[src/rtl/reg_file_scoreboard.sv]
// reg_file_scoreboard
//   General-purpose register file with a per-register busy scoreboard.
//   Decode reads two operands and reserves a destination; writeback writes
//   the result, which also releases the reservation.
//
// Ports
//   clk, rst                  rising-edge clock, async active-low reset
//   we, waddr, wdata          write port (always accepted, clears busy)
//   raddr_a, rdata_a, busy_a  read port A (combinational)
//   raddr_b, rdata_b, busy_b  read port B (combinational)
//   rsv_en, rsv_addr, rsv_ok  destination reservation request / grant
//
// Parameters
//   WIDTH, NREGS, ADDR_W      register width, register count, address width
//   BYPASS                    forward same-cycle write data to the read ports
//   ZERO_R0                   register 0 reads 0, ignores writes, never busy

// One register plus its busy flag.
module reg_file_scoreboard_cell #(
  parameter int WIDTH = 16
) (
  input  logic             clk,
  input  logic             rst,
  input  logic             wr_en,
  input  logic [WIDTH-1:0] wdata,
  input  logic             rsv_set,
  output logic [WIDTH-1:0] q,
  output logic             busy
);

  always_ff @(posedge clk or negedge rst) begin
    if (!rst) begin
      q    <= '0;
      busy <= 1'b0;
    end else begin
      if (wr_en) q <= wdata;
      // A reservation landing with the releasing write keeps the register busy.
      if (rsv_set)    busy <= 1'b1;
      else if (wr_en) busy <= 1'b0;
    end
  end

endmodule

module reg_file_scoreboard #(
  parameter int WIDTH   = 16,
  parameter int NREGS   = 8,
  parameter int ADDR_W  = 3,
  parameter bit BYPASS  = 1'b1,
  parameter bit ZERO_R0 = 1'b0
) (
  input  logic              clk,
  input  logic              rst,
  input  logic              we,
  input  logic [ADDR_W-1:0] waddr,
  input  logic [WIDTH-1:0]  wdata,
  input  logic [ADDR_W-1:0] raddr_a,
  output logic [WIDTH-1:0]  rdata_a,
  output logic              busy_a,
  input  logic [ADDR_W-1:0] raddr_b,
  output logic [WIDTH-1:0]  rdata_b,
  output logic              busy_b,
  input  logic              rsv_en,
  input  logic [ADDR_W-1:0] rsv_addr,
  output logic              rsv_ok
);

  typedef struct packed {
    logic [WIDTH-1:0] data;
    logic             busy;
  } rd_rsp_t;

  logic [NREGS-1:0][WIDTH-1:0] q;
  logic [NREGS-1:0]            busy_q;

  logic    wr_valid;
  logic    rsv_zero;
  logic    rsv_busy;
  logic    rsv_grant;
  rd_rsp_t rsp_a, rsp_b;

  // Writes to a missing register or to a hardwired-zero R0 never take effect
  // and are never forwarded.
  assign wr_valid = we && (int'(waddr) < NREGS) && !(ZERO_R0 && waddr == '0);

  // R0 under ZERO_R0 is always grantable and keeps no state.
  assign rsv_zero = ZERO_R0 && rsv_addr == '0;

  always_comb begin
    rsv_busy = 1'b0;
    for (int i = 0; i < NREGS; i++)
      if (rsv_addr == ADDR_W'(i)) rsv_busy = busy_q[i];
    // The write landing this cycle releases the register, so it is free now.
    if (wr_valid && waddr == rsv_addr) rsv_busy = 1'b0;
  end

  assign rsv_grant = rsv_en && (rsv_zero || (int'(rsv_addr) < NREGS && !rsv_busy));
  assign rsv_ok    = rst && rsv_grant;

  for (genvar i = 0; i < NREGS; i++) begin : g_reg
    if (ZERO_R0 && i == 0) begin : g_zero
      assign q[i]      = '0;
      assign busy_q[i] = 1'b0;
    end else begin : g_cell
      reg_file_scoreboard_cell #(.WIDTH(WIDTH)) u_cell (
        .clk     (clk),
        .rst     (rst),
        .wr_en   (wr_valid && waddr == ADDR_W'(i)),
        .wdata   (wdata),
        .rsv_set (rsv_grant && rsv_addr == ADDR_W'(i)),
        .q       (q[i]),
        .busy    (busy_q[i])
      );
    end
  end

  // Out-of-range addresses match no register and fall through to zero.
  function automatic rd_rsp_t read_port(input logic [ADDR_W-1:0] addr);
    rd_rsp_t r;
    r = '0;
    for (int i = 0; i < NREGS; i++)
      if (addr == ADDR_W'(i)) begin
        r.data = q[i];
        r.busy = busy_q[i];
      end
    if (BYPASS && wr_valid && waddr == addr) begin
      r.data = wdata;
      r.busy = 1'b0;
    end
    return r;
  endfunction

  // Outputs are held at zero for the whole reset window, including the
  // forwarded path.
  always_comb begin
    rsp_a = '0;
    rsp_b = '0;
    if (rst) begin
      rsp_a = read_port(raddr_a);
      rsp_b = read_port(raddr_b);
    end
  end

  assign rdata_a = rsp_a.data;
  assign busy_a  = rsp_a.busy;
  assign rdata_b = rsp_b.data;
  assign busy_b  = rsp_b.busy;

endmodule

[config.mk]
export PLATFORM = sky130hd
export DESIGN_NAME = reg_file_scoreboard
export DESIGN_NICKNAME = d
export VERILOG_FILES = /design/src/rtl/reg_file_scoreboard.sv
export SDC_FILE = /design/constraint.sdc
export NUM_CORES = 1
export LEC_CHECK = 0
export ABC_CLOCK_PERIOD_IN_PS = 2400
export BUFFER_PORTS_ARGS = -buffer_cell sky130_fd_sc_hd__buf_2
export CORE_AREA = 2 2 139 141
export CTS_BUF_LIST = sky130_fd_sc_hd__clkbuf_4
export DETAILED_ROUTE_END_ITERATION = 8
export DIE_AREA = 0 0 141 143
export GPL_ROUTABILITY_DRIVEN = 0
export SLEW_MARGIN = 20
export SYNTH_ARGS = -nofsm -noshare
export SYNTH_HDL_FRONTEND = slang
export SYNTH_SLANG_ARGS = --single-unit
[constraint.sdc]
create_clock -name clk -period 2.4 [get_ports clk]
set_input_delay 0.72 -clock clk [delete_from_list [all_inputs] [get_ports clk]]
set_output_delay 0.72 -clock clk [all_outputs]
set_load 0.05 [all_outputs]
==> flow_summary.yaml <==
run_status:
  outcome: "finished, violations left"
  violations: "negative setup slack"
power:
  p_sw_share_pct: 35.37
  ir_drop_v: 0.0003760
  p_leak_nw: 4.983
  net-switching-power_mw: 2.758
  power_density_nw_per_um2: 650.5
  comb_power_share_pct: 39.8
  p_clk_share_pct: 19.0
  sequentialPowerShare_pct: 41.1
  p_int_mw: 5.041
global_route:
  grt_max_degree: 25
  track_usage_pct: 27.63
  grt_pass1_wl_um: 41340
  grt_pass1_vias: 7029
  antenna_found_initial: 1
  grt_overflow: 0
timing:
  hold_viol: 0
  hold_ws_ns: 0.1612
  fmax_ghz: 0.3464
  max-slew-margin-rel_pct: 76.79
  setup_viol: 35
  tns_ns: -11.62
  rsz0062_at_grt: "yes"
  period_minus_slack_ns: 2.887
  fin_crit_sh_pct: 120.3
  report.final.slew_viol_count: 0
  finClkSkew_ns: 0.002186
  layout_setup_ws_ns: -0.4868
  tightest_slew_ns: 0.3481
final_layout:
  layout.nets: 905
  nFillCells: 1336
  final_area_um2: 11990
  drive_above_1_share_pct: 61.09
  syn_to_final_growth_pct: 45.23
  layoutNonFillerInstCount: 1119
route:
  dr.pass1.iters: 7
  wl_met1_um: 11420
  wire_per_inst_um: 24.30
  wl_met3_um: 1578
  viasPerCell: 6.140
  drt-initial-drc-count: 402
  ant_nets: 0
  routed_wl_um: 27190
  drc_errors: 0
  highest_layer: "met4"
  route.met2.wl_um: 13250
  vias: 6871
synthesis:
  synth_top_cell_area_share_pct: 41.22
  syn-num-nets: 729
  yosysWarnings: 0
  ys_seq_area_share_pct: 41.22
  synthTopCellsByArea: "dfrtp_1 (41%), mux2_2 (16%), mux4_2 (9.0%), mux2i_1 (5.3%), o21ai_0 (3.5%)"
  syn_inst: 697
  synth_edf_count: 0
  synth_top_area_cell: "dfrtp_1"
  synth_area_per_cell_um2: 11.84
  ys_types: 59
  yosys_most_used_dff: "dfrtp_1"
  netlist_area_um2: 8255
  synth-seq-cells: 136
  synthArstFlopShare_pct: 100.0
hold_path:
  hold_path.class: "in2async"
setup_path:
  startpoint_type: "primary input"
  cp.depth: 9
  rr_worst_depth: 8
  reg2reg_slack_ns: 0.62
  crit_required_ns: 1.68
  cp-end-kind: "primary output"
  path_buf_inv: 4
  slowest_stage: "a222oi_1"
  path_delay_family: "buffers and inverters"
  path_cells: "buf_12 -> buf_12 -> mux2i_1 -> a2bb2oi_2 -> nand3_1 -> a222oi_1 -> buf_4 -> a21oi_4 -> buf_6"
  crit_fanout: 7
  arrival_ns: 2.17
  path_common_cell: "buf_12"
  path_class: "in2out"
  worst_path_largest_cell_delay_ns: 0.37
floorplan:
  floorplan.die.width_um: 141
  die_h_um: 143
  io_pins: 67
  fp-row-count: 50
  die_area_um2: 20160
  start_util_pct: 44.43
  core_um2: 18580
clock_network:
  clock_path_buffers: 2
  cts_buffers: 17
  cts.root.buffer_cell: "clkbuf_4"
  htreeDepth: 4
  clk_latency_ns: 0.58
  clock-sinks: 136
  cts_tree: "built"
  clk_pin_slew_ns: 0.13
place:
  placed_area_um2: 10200
  dp_cells: 1042
  hpwl_um: 16160
  dp_slack_ns: -0.6709
  io_buffers: 66
run:
  cap_violations: 0
-- routing by layer --
layer  GRT usage [%]  vias up
li1                -     2975
met1           36.61     3527
met2           44.16      298
met3           6.036       71
met4           11.84        0
met5               0        -
-- metrics by stage --
step	total power [mW]	util, %
floorplan	5.039	-
global placement	5.635	54.92
detailed placement	5.743	54.92
CTS	7.667	63.08
global route	8.145	64.53
finish	7.799	64.53
-- power groups by stage --
stage,logic (mW),registers (mW),clock network [mW]
5_1_grt,3.27,3.27,1.60
3_5_place_dp,2.50,3.24,0
6_report,3.11,3.21,1.48
2_1_floorplan,1.95,3.09,0
3_3_place_gp,2.43,3.20,0
4_1_cts,2.96,3.19,1.51
-- timing repair --
item                                   4_1_cts  5_1_grt
cloned                                      12        1
pin swaps                                   44       40
setup endpoints to repair                   35       35
hold buffers                                 1        0
gates resized for setup                    202       66
endpoints found under the hold margin        3        0
buffers inserted                            23       16
-- cells by family (layout without fill, tap and decap cells) --
kind of cell,count (synthesis),in the layout,share of synthesized area [%]
other,0,1,0
AND/OR/NAND/NOR,101,101,7.275
buffers and inverters,85,272,5.805
multiplexers,213,213,33.30
XOR/XNOR,9,9,0.9549
AO/OA/AOI/OAI,153,153,11.44
flip-flops,136,136,41.22
-- registers in the layout (all words and copies together), names as in the netlist --
name	count
g.g_cell.u_cell.busy	8
g.g_cell.u_cell.q	128
-- cells in the mapped netlist (7+ instances only) --
cell and instances:
dfrtp_1 136, mux2_2 117, o21ai_0 58, mux2i_1 44
nand2_1 42, mux4_2 33, a21oi_1 29, buf_2 19
buf_1 18, buf_4 13, a31oi_1 12, clkbuf_1 11
inv_1 11, buf_6 10, mux2_1 10, nor2_1 10
mux2_4 9, nand2b_1 8, o211ai_1 7, xnor2_1 7
-- final timing paths --
check                                       startpoint                     endpoint
setup / recovery                            raddr_a[1]                   rdata_a[0]
hold / removal                                     rst  g_reg[0].g_cell.u_cell.q[8]
setup reg to reg           g_reg[2].g_cell.u_cell.busy  g_reg[0].g_cell.u_cell.busy
hold reg to reg            g_reg[7].g_cell.u_cell.busy  g_reg[7].g_cell.u_cell.busy
max in group asynchronous                          rst  g_reg[0].g_cell.u_cell.q[0]
min in group clk                              wdata[3]  g_reg[6].g_cell.u_cell.q[3]
-- area by class of cell --
type	instances	area (um^2)	area share [%]
clock buffers	17	127.6	1.064
multi-input cells	476	5365	44.75
diodes	1	2.502	0.02087
clock inverters	13	133.9	1.117
well taps	234	292.8	2.442
inverters	12	51.30	0.4279
flip-flops and latches	136	3405	28.40
repair buffers	230	2611	21.78
-- cell usage in the layout, fill, tap and decap left out, types with 7 or more instances in the layout --
master,instances
mux2_2,116
o21ai_0,17
buf_8,10
buf_6,59
o211ai_1,7
buf_16,11
buf_4,94
o21ai_2,20
o21ai_1,19
a31oi_4,9
dfrtp_1,135
buf_12,32
mux2i_4,13
clkbuf_4,18
nor2_1,9
mux2_1,10
mux2i_1,30
mux4_2,33
inv_1,9
o21ai_4,8
buf_2,21
a21oi_4,24
mux2_4,10
nand2_1,41
No activity file was read; power rests on OpenSTA's default activity.
